<file path="src/rtl/rs_issue_select_pkg.sv">
// ============================================================================
// Module   : rs_issue_select_pkg
// Purpose  : Shared sizing constants for the reservation-station issue unit.
// Revision : 1.0
// ============================================================================
`default_nettype none

package rs_issue_select_pkg;

    localparam int c_REQ_LEN   = 8;
    localparam int c_GRANT_LEN = 3;
    localparam int c_TAG_W     = 6;
    // Width of the RS entry-select index, kept distinct so the allocator can share it.
    localparam int c_SEL_W     = c_GRANT_LEN;
    localparam int c_CNT_W     = c_GRANT_LEN + 1;

endpackage : rs_issue_select_pkg

`default_nettype wire

</file>
<file path="src/rtl/rs_issue_select_if.sv">
// ============================================================================
// Module   : rs_issue_select_if
// Purpose  : Dispatch-write, wakeup, issue and busy-export signals of the RS.
// Revision : 1.0
// ============================================================================
`default_nettype none

interface rs_issue_select_if
    import rs_issue_select_pkg::*;
#(
    parameter int REQ_LEN   = c_REQ_LEN,
    parameter int GRANT_LEN = c_GRANT_LEN,
    parameter int TAG_W     = c_TAG_W
);

    logic                 we1;
    logic [GRANT_LEN-1:0] waddr1;
    logic [TAG_W-1:0]     wtag1_a;
    logic [TAG_W-1:0]     wtag1_b;
    logic                 wrdy1_a;
    logic                 wrdy1_b;

    logic                 we2;
    logic [GRANT_LEN-1:0] waddr2;
    logic [TAG_W-1:0]     wtag2_a;
    logic [TAG_W-1:0]     wtag2_b;
    logic                 wrdy2_a;
    logic                 wrdy2_b;

    logic                 wk_en0;
    logic                 wk_en1;
    logic [TAG_W-1:0]     wk_tag0;
    logic [TAG_W-1:0]     wk_tag1;

    logic                 fu_stall;
    logic                 prmiss;

    logic [REQ_LEN-1:0]   busy;
    logic                 issue_valid;
    logic [GRANT_LEN-1:0] issue_addr;
    logic [GRANT_LEN:0]   ready_cnt;

    modport master (
        output we1, waddr1, wtag1_a, wtag1_b, wrdy1_a, wrdy1_b,
        output we2, waddr2, wtag2_a, wtag2_b, wrdy2_a, wrdy2_b,
        output wk_en0, wk_en1, wk_tag0, wk_tag1,
        output fu_stall, prmiss,
        input  busy, issue_valid, issue_addr, ready_cnt
    );

    modport slave (
        input  we1, waddr1, wtag1_a, wtag1_b, wrdy1_a, wrdy1_b,
        input  we2, waddr2, wtag2_a, wtag2_b, wrdy2_a, wrdy2_b,
        input  wk_en0, wk_en1, wk_tag0, wk_tag1,
        input  fu_stall, prmiss,
        output busy, issue_valid, issue_addr, ready_cnt
    );

endinterface : rs_issue_select_if

`default_nettype wire

</file>
<file path="src/rtl/rs_select_enc.sv">
// ============================================================================
// Module   : rs_select_enc
// Purpose  : Lowest-index priority encoder over the eligible-entry vector.
// Revision : 1.0
// ============================================================================
`default_nettype none

module rs_select_enc
    import rs_issue_select_pkg::*;
#(
    parameter int REQ_LEN   = c_REQ_LEN,
    parameter int GRANT_LEN = c_GRANT_LEN
) (
    input  logic [REQ_LEN-1:0]   req,
    output logic [GRANT_LEN-1:0] grant_idx,
    output logic                 grant_valid
);

    // Scan from the top down so the lowest set bit is the last one written.
    always_comb begin
        grant_idx   = '0;
        grant_valid = 1'b0;
        for (int i = REQ_LEN - 1; i >= 0; i--) begin
            if (req[i]) begin
                grant_idx   = GRANT_LEN'(i);
                grant_valid = 1'b1;
            end
        end
    end

endmodule : rs_select_enc

`default_nettype wire

</file>
<file path="src/rtl/rs_issue_select.sv">
// ============================================================================
// Module   : rs_issue_select
// Purpose  : RS occupancy, operand wakeup and single-issue select with flush.
// Revision : 1.0
// ============================================================================
`default_nettype none

module rs_issue_select
    import rs_issue_select_pkg::*;
#(
    parameter int REQ_LEN   = c_REQ_LEN,
    parameter int GRANT_LEN = c_GRANT_LEN,
    parameter int TAG_W     = c_TAG_W
) (
    input  logic             clk,
    input  logic             reset,
    rs_issue_select_if.slave bus
);

    logic [REQ_LEN-1:0]   w_busy;
    logic [REQ_LEN-1:0]   w_elig;
    logic [GRANT_LEN-1:0] w_sel_idx;
    logic                 w_sel_valid;
    logic                 w_issue_fire;
    logic [GRANT_LEN:0]   w_ready_cnt;

    function automatic logic tag_hit(
        input logic [TAG_W-1:0] tag,
        input logic             en0,
        input logic [TAG_W-1:0] tag0,
        input logic             en1,
        input logic [TAG_W-1:0] tag1
    );
        return (en0 && (tag == tag0)) || (en1 && (tag == tag1));
    endfunction

    assign w_issue_fire = w_sel_valid & ~bus.fu_stall;

    for (genvar i = 0; i < REQ_LEN; i++) begin : g_entry
        logic             r_busy;
        logic             r_rdy_a;
        logic             r_rdy_b;
        logic [TAG_W-1:0] r_tag_a;
        logic [TAG_W-1:0] r_tag_b;
        logic             w_wsel1;
        logic             w_wsel2;
        logic             w_wk_a;
        logic             w_wk_b;
        logic             w_issue_here;

        // Port 2 wins a same-address collision, so port 1 is masked by it.
        assign w_wsel2      = bus.we2 && (bus.waddr2 == GRANT_LEN'(i));
        assign w_wsel1      = bus.we1 && (bus.waddr1 == GRANT_LEN'(i)) && !w_wsel2;
        assign w_wk_a       = tag_hit(r_tag_a, bus.wk_en0, bus.wk_tag0, bus.wk_en1, bus.wk_tag1);
        assign w_wk_b       = tag_hit(r_tag_b, bus.wk_en0, bus.wk_tag0, bus.wk_en1, bus.wk_tag1);
        assign w_issue_here = w_issue_fire && (w_sel_idx == GRANT_LEN'(i));

        always_ff @(posedge clk or posedge reset) begin
            if (reset) begin
                r_busy  <= 1'b0;
                r_rdy_a <= 1'b0;
                r_rdy_b <= 1'b0;
                r_tag_a <= '0;
                r_tag_b <= '0;
            end else if (bus.prmiss) begin
                r_busy <= 1'b0;
            end else if (w_wsel2) begin
                r_busy  <= 1'b1;
                r_tag_a <= bus.wtag2_a;
                r_tag_b <= bus.wtag2_b;
                r_rdy_a <= bus.wrdy2_a | tag_hit(bus.wtag2_a, bus.wk_en0, bus.wk_tag0,
                                                 bus.wk_en1, bus.wk_tag1);
                r_rdy_b <= bus.wrdy2_b | tag_hit(bus.wtag2_b, bus.wk_en0, bus.wk_tag0,
                                                 bus.wk_en1, bus.wk_tag1);
            end else if (w_wsel1) begin
                r_busy  <= 1'b1;
                r_tag_a <= bus.wtag1_a;
                r_tag_b <= bus.wtag1_b;
                r_rdy_a <= bus.wrdy1_a | tag_hit(bus.wtag1_a, bus.wk_en0, bus.wk_tag0,
                                                 bus.wk_en1, bus.wk_tag1);
                r_rdy_b <= bus.wrdy1_b | tag_hit(bus.wtag1_b, bus.wk_en0, bus.wk_tag0,
                                                 bus.wk_en1, bus.wk_tag1);
            end else begin
                if (w_issue_here) begin
                    r_busy <= 1'b0;
                end
                if (r_busy && !r_rdy_a && w_wk_a) begin
                    r_rdy_a <= 1'b1;
                end
                if (r_busy && !r_rdy_b && w_wk_b) begin
                    r_rdy_b <= 1'b1;
                end
            end
        end

        assign w_busy[i] = r_busy;
        assign w_elig[i] = r_busy & r_rdy_a & r_rdy_b;
    end : g_entry

    rs_select_enc #(
        .REQ_LEN   (REQ_LEN),
        .GRANT_LEN (GRANT_LEN)
    ) u_select (
        .req         (w_elig),
        .grant_idx   (w_sel_idx),
        .grant_valid (w_sel_valid)
    );

    // One extra bit so a fully eligible station counts to REQ_LEN without wrapping.
    always_comb begin
        w_ready_cnt = '0;
        for (int k = 0; k < REQ_LEN; k++) begin
            w_ready_cnt = w_ready_cnt + (GRANT_LEN + 1)'(w_elig[k]);
        end
    end

    assign bus.busy        = w_busy;
    assign bus.issue_valid = w_sel_valid;
    assign bus.issue_addr  = w_sel_idx;
    assign bus.ready_cnt   = w_ready_cnt;

`ifndef SYNTHESIS
    a_dual_write_same_addr : assert property (
        @(posedge clk) disable iff (reset)
        !(bus.we1 && bus.we2 && (bus.waddr1 == bus.waddr2) && !bus.prmiss)
    ) else $error("rs_issue_select: we1 and we2 target the same entry");

    a_write1_busy : assert property (
        @(posedge clk) disable iff (reset)
        (bus.we1 && !bus.prmiss) |->
            (!w_busy[bus.waddr1] || (w_issue_fire && (w_sel_idx == bus.waddr1)))
    ) else $error("rs_issue_select: port 1 writes a busy, non-issuing entry");

    a_write2_busy : assert property (
        @(posedge clk) disable iff (reset)
        (bus.we2 && !bus.prmiss) |->
            (!w_busy[bus.waddr2] || (w_issue_fire && (w_sel_idx == bus.waddr2)))
    ) else $error("rs_issue_select: port 2 writes a busy, non-issuing entry");
`endif

endmodule : rs_issue_select

`default_nettype wire

</file>
<file path="src/flat_wrapper.sv">
// flat-port wrapper written by rule: the top's interface ports become plain ports
module rs_issue_select_flat import rs_issue_select_pkg::*;
#(
    parameter int REQ_LEN   = c_REQ_LEN,
    parameter int GRANT_LEN = c_GRANT_LEN,
    parameter int TAG_W     = c_TAG_W
)
  (clk, reset, bus_we1, bus_waddr1, bus_wtag1_a, bus_wtag1_b, bus_wrdy1_a, bus_wrdy1_b, bus_we2, bus_waddr2, bus_wtag2_a, bus_wtag2_b, bus_wrdy2_a, bus_wrdy2_b, bus_wk_en0, bus_wk_en1, bus_wk_tag0, bus_wk_tag1, bus_fu_stall, bus_prmiss, bus_busy, bus_issue_valid, bus_issue_addr, bus_ready_cnt);
  rs_issue_select_if #(.REQ_LEN(REQ_LEN), .GRANT_LEN(GRANT_LEN), .TAG_W(TAG_W)) bus_i ();
  input  logic clk;
  input  logic reset;
  input wire logic [$bits(bus_i.we1)-1:0] bus_we1;
  input wire logic [$bits(bus_i.waddr1)-1:0] bus_waddr1;
  input wire logic [$bits(bus_i.wtag1_a)-1:0] bus_wtag1_a;
  input wire logic [$bits(bus_i.wtag1_b)-1:0] bus_wtag1_b;
  input wire logic [$bits(bus_i.wrdy1_a)-1:0] bus_wrdy1_a;
  input wire logic [$bits(bus_i.wrdy1_b)-1:0] bus_wrdy1_b;
  input wire logic [$bits(bus_i.we2)-1:0] bus_we2;
  input wire logic [$bits(bus_i.waddr2)-1:0] bus_waddr2;
  input wire logic [$bits(bus_i.wtag2_a)-1:0] bus_wtag2_a;
  input wire logic [$bits(bus_i.wtag2_b)-1:0] bus_wtag2_b;
  input wire logic [$bits(bus_i.wrdy2_a)-1:0] bus_wrdy2_a;
  input wire logic [$bits(bus_i.wrdy2_b)-1:0] bus_wrdy2_b;
  input wire logic [$bits(bus_i.wk_en0)-1:0] bus_wk_en0;
  input wire logic [$bits(bus_i.wk_en1)-1:0] bus_wk_en1;
  input wire logic [$bits(bus_i.wk_tag0)-1:0] bus_wk_tag0;
  input wire logic [$bits(bus_i.wk_tag1)-1:0] bus_wk_tag1;
  input wire logic [$bits(bus_i.fu_stall)-1:0] bus_fu_stall;
  input wire logic [$bits(bus_i.prmiss)-1:0] bus_prmiss;
  output wire logic [$bits(bus_i.busy)-1:0] bus_busy;
  output wire logic [$bits(bus_i.issue_valid)-1:0] bus_issue_valid;
  output wire logic [$bits(bus_i.issue_addr)-1:0] bus_issue_addr;
  output wire logic [$bits(bus_i.ready_cnt)-1:0] bus_ready_cnt;
  assign bus_i.we1 = bus_we1;
  assign bus_i.waddr1 = bus_waddr1;
  assign bus_i.wtag1_a = bus_wtag1_a;
  assign bus_i.wtag1_b = bus_wtag1_b;
  assign bus_i.wrdy1_a = bus_wrdy1_a;
  assign bus_i.wrdy1_b = bus_wrdy1_b;
  assign bus_i.we2 = bus_we2;
  assign bus_i.waddr2 = bus_waddr2;
  assign bus_i.wtag2_a = bus_wtag2_a;
  assign bus_i.wtag2_b = bus_wtag2_b;
  assign bus_i.wrdy2_a = bus_wrdy2_a;
  assign bus_i.wrdy2_b = bus_wrdy2_b;
  assign bus_i.wk_en0 = bus_wk_en0;
  assign bus_i.wk_en1 = bus_wk_en1;
  assign bus_i.wk_tag0 = bus_wk_tag0;
  assign bus_i.wk_tag1 = bus_wk_tag1;
  assign bus_i.fu_stall = bus_fu_stall;
  assign bus_i.prmiss = bus_prmiss;
  assign bus_busy = bus_i.busy;
  assign bus_issue_valid = bus_i.issue_valid;
  assign bus_issue_addr = bus_i.issue_addr;
  assign bus_ready_cnt = bus_i.ready_cnt;
  rs_issue_select #(.REQ_LEN(REQ_LEN), .GRANT_LEN(GRANT_LEN), .TAG_W(TAG_W)) u_core (.clk(clk), .reset(reset), .bus(bus_i));
endmodule
</file>
<file path="config.mk">
export PLATFORM = sky130hd
export DESIGN_NAME = rs_issue_select_flat
export DESIGN_NICKNAME = d
export VERILOG_FILES = /design/src/rtl/rs_issue_select_pkg.sv /design/src/rtl/rs_issue_select_if.sv /design/src/rtl/rs_select_enc.sv /design/src/rtl/rs_issue_select.sv /design/src/flat_wrapper.sv
export SDC_FILE = /design/constraint.sdc
export NUM_CORES = 1
export LEC_CHECK = 0
export CAP_MARGIN = 15
export CORE_MARGIN = 1
export CORE_UTILIZATION = 30
export DETAILED_ROUTE_END_ITERATION = 6
export HOLD_SLACK_MARGIN = 0.1
export PLACE_DENSITY = 0.59
export SYNTH_ARGS = -nofsm -noshare
export SYNTH_HDL_FRONTEND = slang
export SYNTH_SLANG_ARGS = --single-unit
</file>
<file path="constraint.sdc">
create_clock -name clk -period 8.1 [get_ports clk]
set_input_delay 0.81 -clock clk [delete_from_list [all_inputs] [get_ports clk]]
set_output_delay 0.81 -clock clk [all_outputs]
set_load 0.05 [all_outputs]
</file>
After elaboration in Yosys (flattened, before gate mapping)
Cells that the tools add are included.
{"block": "word_totals", "ff_bits": 120, "input_bits": 54, "output_inout_bits": 16}
{"block": "classes", "addsub": 7, "n_eq_ne": 61, "muxes": 128, "bitwise": 23, "reduce_logical": 207}
{"op": "equality test 6 bit", "n": 40}
{"op": "2-to-1 mux 6 bit", "n": 32}
{"op": "logical AND 1 bit", "n": 104}
{"op": "2-to-1 mux 1 bit", "n": 88}
{"op": "AND reduction 2 bit", "n": 24}
{"op": "nonzero test 3 bit", "n": 16}
{"op": "equality test 3 bit, second input constant", "n": 12}
{"op": "nonzero test 4 bit", "n": 8}
{"op": "adder 4 x 1 -> 4 bit", "n": 6}
{"op": "zero test 1 bit", "n": 24}
{"op": "2-to-1 mux 3 bit", "n": 8}
{"op": "logical OR 1 bit", "n": 20}
{"op": "equality test 3 x 2 -> 1 bit, second input constant", "n": 6}
{"op": "AND 1 bit", "n": 17}
{"op": "nonzero test 2 bit", "n": 8}
{"op": "equality test 3 x 1 -> 1 bit, second input constant", "n": 3}
{"op": "zero test 3 bit", "n": 3}
{"op": "bitwise OR 1 bit", "n": 4}
{"op": "adder 1 x 1 -> 2 bit", "n": 1}
{"op": "NOT 1 bit", "n": 2}

Logic depth before layout (Yosys ltp)
{"block": "depth", "ltp_word": 16, "mapped_depth": 10}

Cells and area by module
A second synthesis with hierarchy kept.
{"block": "unflattened", "hier_cells": 1093, "area_unflattened_um2": 9298.9}
{"mod": "rs_issue_select", "instances": 1, "cells_per_inst": 1080, "area_per_inst_um2": 9218.8, "seq_area_each_um2": 3002.9}
{"mod": "rs_select_enc", "instances": 1, "cells_per_inst": 13, "area_per_inst_um2": 80.1, "seq_area_each_um2": 0.0}

Worst setup path after synthesis
Ideal clock, no wire load.
{"block": "synth_path", "path_kind": "reg-to-output", "start": "register u_core.g_entry[1].r_rdy_a", "end": "output bus_ready_cnt[2]", "arrival_ns": 3.638, "required_ns": 7.290, "slack_ns": 3.652, "stages_incl_launch_ff": 10, "path_cell_list": "dfrtp_1 nand3_1 inv_1 ha_1 fa_1 fa_1 inv_1 fa_1 fa_1 xnor2_1"}
{"block": "synth_via", "elab_chain_cells": 9}
{"item": "from (decl)", "line_no": "rs_issue_select.sv:41", "text": "logic r_rdy_a;"}
{"item": "from (signal assigned)", "line_no": "rs_issue_select.sv:71", "text": "r_rdy_a <= bus.wrdy2_a | tag_hit(bus.wtag2_a, bus.wk_en0, bus.wk_tag0,"}
{"item": "from (signal assigned)", "line_no": "rs_issue_select.sv:79", "text": "r_rdy_a <= bus.wrdy1_a | tag_hit(bus.wtag1_a, bus.wk_en0, bus.wk_tag0,"}
{"item": "AND 1 bit (2 in series)", "line_no": "rs_issue_select.sv:97", "text": "assign w_elig[i] = r_busy & r_rdy_a & r_rdy_b;"}
{"item": "adder 1 x 1 -> 2 bit", "line_no": "rs_issue_select.sv:113", "text": "w_ready_cnt = w_ready_cnt + (GRANT_LEN + 1)'(w_elig[k]);"}
{"item": "adder 4 x 1 -> 4 bit (6 in series)", "line_no": "rs_issue_select.sv:113"}
{"item": "to (decl)", "line_no": "flat_wrapper.sv:33", "text": "output wire logic [$bits(bus_i.ready_cnt)-1:0] bus_ready_cnt;"}
Every way passes these cells.

Worst setup path in the final report
Same ends and word-level chain as after synthesis.

==> metrics.md <==
| Metric | Value |
|---|---|
| Sequential cell area | `3000 um2` |
| Total CTS buffers | `17` |
| CTS tree | `yes` |
| Sw Share | `33.8%` |
| Clk slew on worst S/H paths | `0.05 ns` |
| RSZ-0062 raised after global routing | `no` |
| Iteration count of the initial detailed-routing pass | `6` |
| Diodes inserted | `0` |
| Power consumption | `2.34 mW` |
| Congestion Overflow GR | `0` |
| Fin Setup TNS | `0 ns` |
| RePlAce Congestion | `0.922` |
| Util after Layout | `35.8%` |
| Worst r2r path cells | `6` |
| Worst-margin pin slew | `1.10 ns` |
| Slowest cell delay on critical path | `0.81 ns` |
| Area contributors post-synth | `dfrtp_1 33%, xor2_1 14%, mux2i_1 10%` |
| H-Tree Level Count | `4` |
| Outcome | `finished, final reports clean` |
| Worst setup EP type | `output port` |
| Boundary pin count | `70` |
| Routed Wire Length | `30900 um` |
| Die ar. | `31300 um2` |
| DRC errors left | `0` |
| Vias/cell | `5.35` |
| Worst hold endpoint | `u_core.g_entry[1].r_rdy_b$_DFFE_PP0P_` |
| Vias in the first global route | `7717` |
| Hold Crit Class | `reg -> reg` |
| Simple-gate share of the synthesized area | `16.6%` |
| Synthesized net count | `1098` |
| Maximum VDD drop | `0.163 mV` |
| Flop pwr share | `38.8%` |
| Cell accounting for the most synthesized area | `dfrtp_1` |
| Cells along the critical path | `nand3_1, inv_1, ha_1, fa_1, fa_1, inv_1, fa_1, fa_1, xnor2_1, clkdlybuf4s50_1` |
| First-pass GRT wire length | `47000 um` |
| Post-synthesis async set-or-reset flop share | `100%` |
| Reg-to-Reg Start | `u_core.g_entry[1].r_rdy_a$_DFFE_PP0P_` |
| Row Count | `63` |
| Area of the multi-input gates | `5650 um2` |
| Synth unique cells | `52` |
| Skew final | `0.00635 ns` |
| Initial antenna violation count | `0` |
| Post-Syn Area per Cell | `8.84 um2` |
| Core ar. | `29900 um2` |
| Top_reg_cell synth | `dfrtp_1` |
| Synth Register Bits | `120` |
| Hold Vio Cnt, Final | `0` |
| Compound-Gate Fraction of Synth Area | `10.1%` |
| Cell family with most CP delay | `adder cells` |
| EDFF count, synth | `0` |
| Fin crit period | `5.24 ns` |
| WL/cell | `21.2 um` |
| Max Transition Viols Final | `0` |
| Die width | `177 um` |
| P&R area growth vs syn | `16.7%` |
| CP max-delay cell | `clkdlybuf4s50_1` |
| PwrDens | `218 nW/um2` |
| Clock Tree Buf Depth | `2` |
| Largest family of logic cells by synthesized area | `XOR/XNOR gates` |
| Final nets | `1116` |
| Layout cell share with drive strength beyond 1 | `6.46%` |
| Skew-Pair Late Insertion Delay | `0.43 ns` |
| Gate Count Post-Synth | `1037` |
| Synthesized cell area | `9170 um2` |
| Post-cts gate resize count | `0` |
| HPWL Detailed | `20400 um` |
| Setup Fix Bufs, Post-CTS | `0` |
| Fillers | `3021` |
| Reg2reg end | `u_core.g_entry[6].r_busy$_DFFE_PP0P_` |
| Comb pwr share | `27.4%` |
| Critical path class | `reg -> out` |
| Clock share of power | `33.8%` |
| Largest net degree at the start of global routing | `62` |
| Via count | `7800` |
| Post-Synth Adder-Cell Area | `1.28%` |
| CTS sink count | `120` |
| Worst Path Max Fanout | `5` |
| Synth Warn # | `0` |
| CP Buf/Inv Count | `3` |
| Final setup vio count | `0` |
| Hold Path Cell Cnt | `1` |
| Worst hold start | `u_core.g_entry[1].r_rdy_b$_DFFE_PP0P_` |
| Max Freq | `0.191 GHz` |
| Root Buffer | `clkbuf_16` |
| Initial Util | `30.7%` |
| Tcrit/Tclk final | `64.7%` |
| Maxcap violations | `0` |
| Crit path launch type | `register` |
| Synth Area in XOR/XNOR | `23.0%` |
| Register area share after synthesis | `32.8%` |
| Required @ worst endpoint | `7.29 ns` |
| Initial DRC count | `700` |
| Post-synthesis mux area share | `10.5%` |
| R2r setup slk | `5.84 ns` |
| Cts-stage hold buffer count | `0` |
| Die height | `177 um` |
| Crit-path most repeated cell | `fa_1` |
| Area share of the largest cell type after synthesis | `32.8%` |
| Slew HR | `26.1%` |
| Crit path DAT | `4.43 ns` |
| GR Util All Layers | `20.1%` |
| Post-route ant nets | `0` |
| Pint | `1.55 mW` |
| Sw power | `0.788 mW` |
| Port Buffers | `69` |
| Leak Pwr | `4.35 nW` |
## layout by cell type, fill, tap and decap left out, types with 4 or more instances in the layout
| master | n |
|---|---|
| xor2_1 | 142 |
| dfrtp_1 | 120 |
| xnor2_1 | 99 |
| mux2i_1 | 96 |
| nor2_1 | 76 |
| a21oi_1 | 75 |
| clkdlybuf4s50_1 | 69 |
| nand2_1 | 65 |
| o21ai_0 | 49 |
| nor4_1 | 43 |
| nand4_1 | 25 |
| buf_4 | 25 |
| nand3_1 | 23 |
| clkbuf_16 | 17 |
| or4_1 | 14 |
| nand2b_1 | 13 |
| nor2b_1 | 13 |
| nor3_1 | 11 |
| inv_1 | 10 |
| a211oi_1 | 8 |
| clkbuf_8 | 7 |
| o22ai_1 | 5 |
| or3_1 | 4 |
| or2_2 | 4 |
| fa_1 | 4 |
| clkinv_2 | 4 |
## layer usage
layer	GRT usage [%]	vias up	share of wire, %
met5	0	-	0
met4	6.54	0	1.6
met2	32.5	278	46
li1	-	3605	-
met3	3.89	38	6.8
met1	26.9	3879	45
## cell type report
class	count	share of cell area [%]
Timing Repair Buffer	96	8.45
Clock buffer	25	4.91
Multi-Input combinational cell	809	52.8
Sequential cell	120	28.1
Tap cell	390	4.56
Clock inverter	7	0.818
Inverter	11	0.409
## how the worst max path moves through the flow
stage	from	end	slack, ns	depth (start not counted)
after floorplan	u_core.g_entry[1].r_rdy_a$_DFFE_PP0P_	bus_ready_cnt[2]	3.65	9
after global placement	u_core.g_entry[1].r_rdy_a$_DFFE_PP0P_	bus_ready_cnt[2]	3.38	10
after detailed placement	u_core.g_entry[1].r_rdy_a$_DFFE_PP0P_	bus_ready_cnt[2]	3.32	10
after CTS	u_core.g_entry[1].r_rdy_a$_DFFE_PP0P_	bus_ready_cnt[2]	2.86	10
after global routing	u_core.g_entry[1].r_rdy_a$_DFFE_PP0P_	bus_ready_cnt[2]	2.79	10
final	u_core.g_entry[1].r_rdy_a$_DFFE_PP0P_	bus_ready_cnt[2]	2.86	10
## synth_stat cells (all sizes together) (8+ instances only)
library cell,instances
dfrtp,120
inv,11
nand2b,13
xnor2,99
nor2b,13
nor3,13
a21oi,78
a211oi,8
clkbuf,40
buf,57
nor4,43
nand4,25
nand3,23
nor2,76
mux2i,96
o21ai,50
or4,14
nand2,65
xor2,142
## power groups by stage
stage	sequential, mW	clock, mW	combinational, mW
5_1_grt	0.924	0.822	0.705
6_report	0.906	0.790	0.639
4_1_cts	0.903	0.801	0.636
3_5_place_dp	0.912	0	0.632
2_1_floorplan	0.875	0	0.489
3_3_place_gp	0.905	0	0.619
## registers in the layout, summed over array words and instances, names as in the netlist
register	cells
u_core.g_entry.r_tag_a	48
u_core.g_entry.r_rdy_b	8
u_core.g_entry.r_busy	8
u_core.g_entry.r_rdy_a	8
u_core.g_entry.r_tag_b	48
## metrics by stage
stage          setup slack (ns)  cells  instance area, um2  hold slack (ns)
2_1_floorplan              3.65   1037                9170            0.464
6_report                   2.86   1458               10700            0.499
3_3_place_gp               3.38   1424               10100            0.484
3_5_place_dp               3.32   1424               10100            0.489
5_1_grt                    2.79   1458               10700            0.505
4_1_cts                    2.86   1456               10700            0.501
## cells by family (layout without fill, tap and decap cells)
logic type | count (synthesis) | in the layout
AOI/OAI and AO/OA | 164 | 164
xor gates and xnor gates | 241 | 241
adders and majority gates | 7 | 7
buffers and inverters | 108 | 139
DFF | 120 | 120
muxes | 96 | 96
and+or+nand+nor | 301 | 301
(Power assumes the default switching activity.)
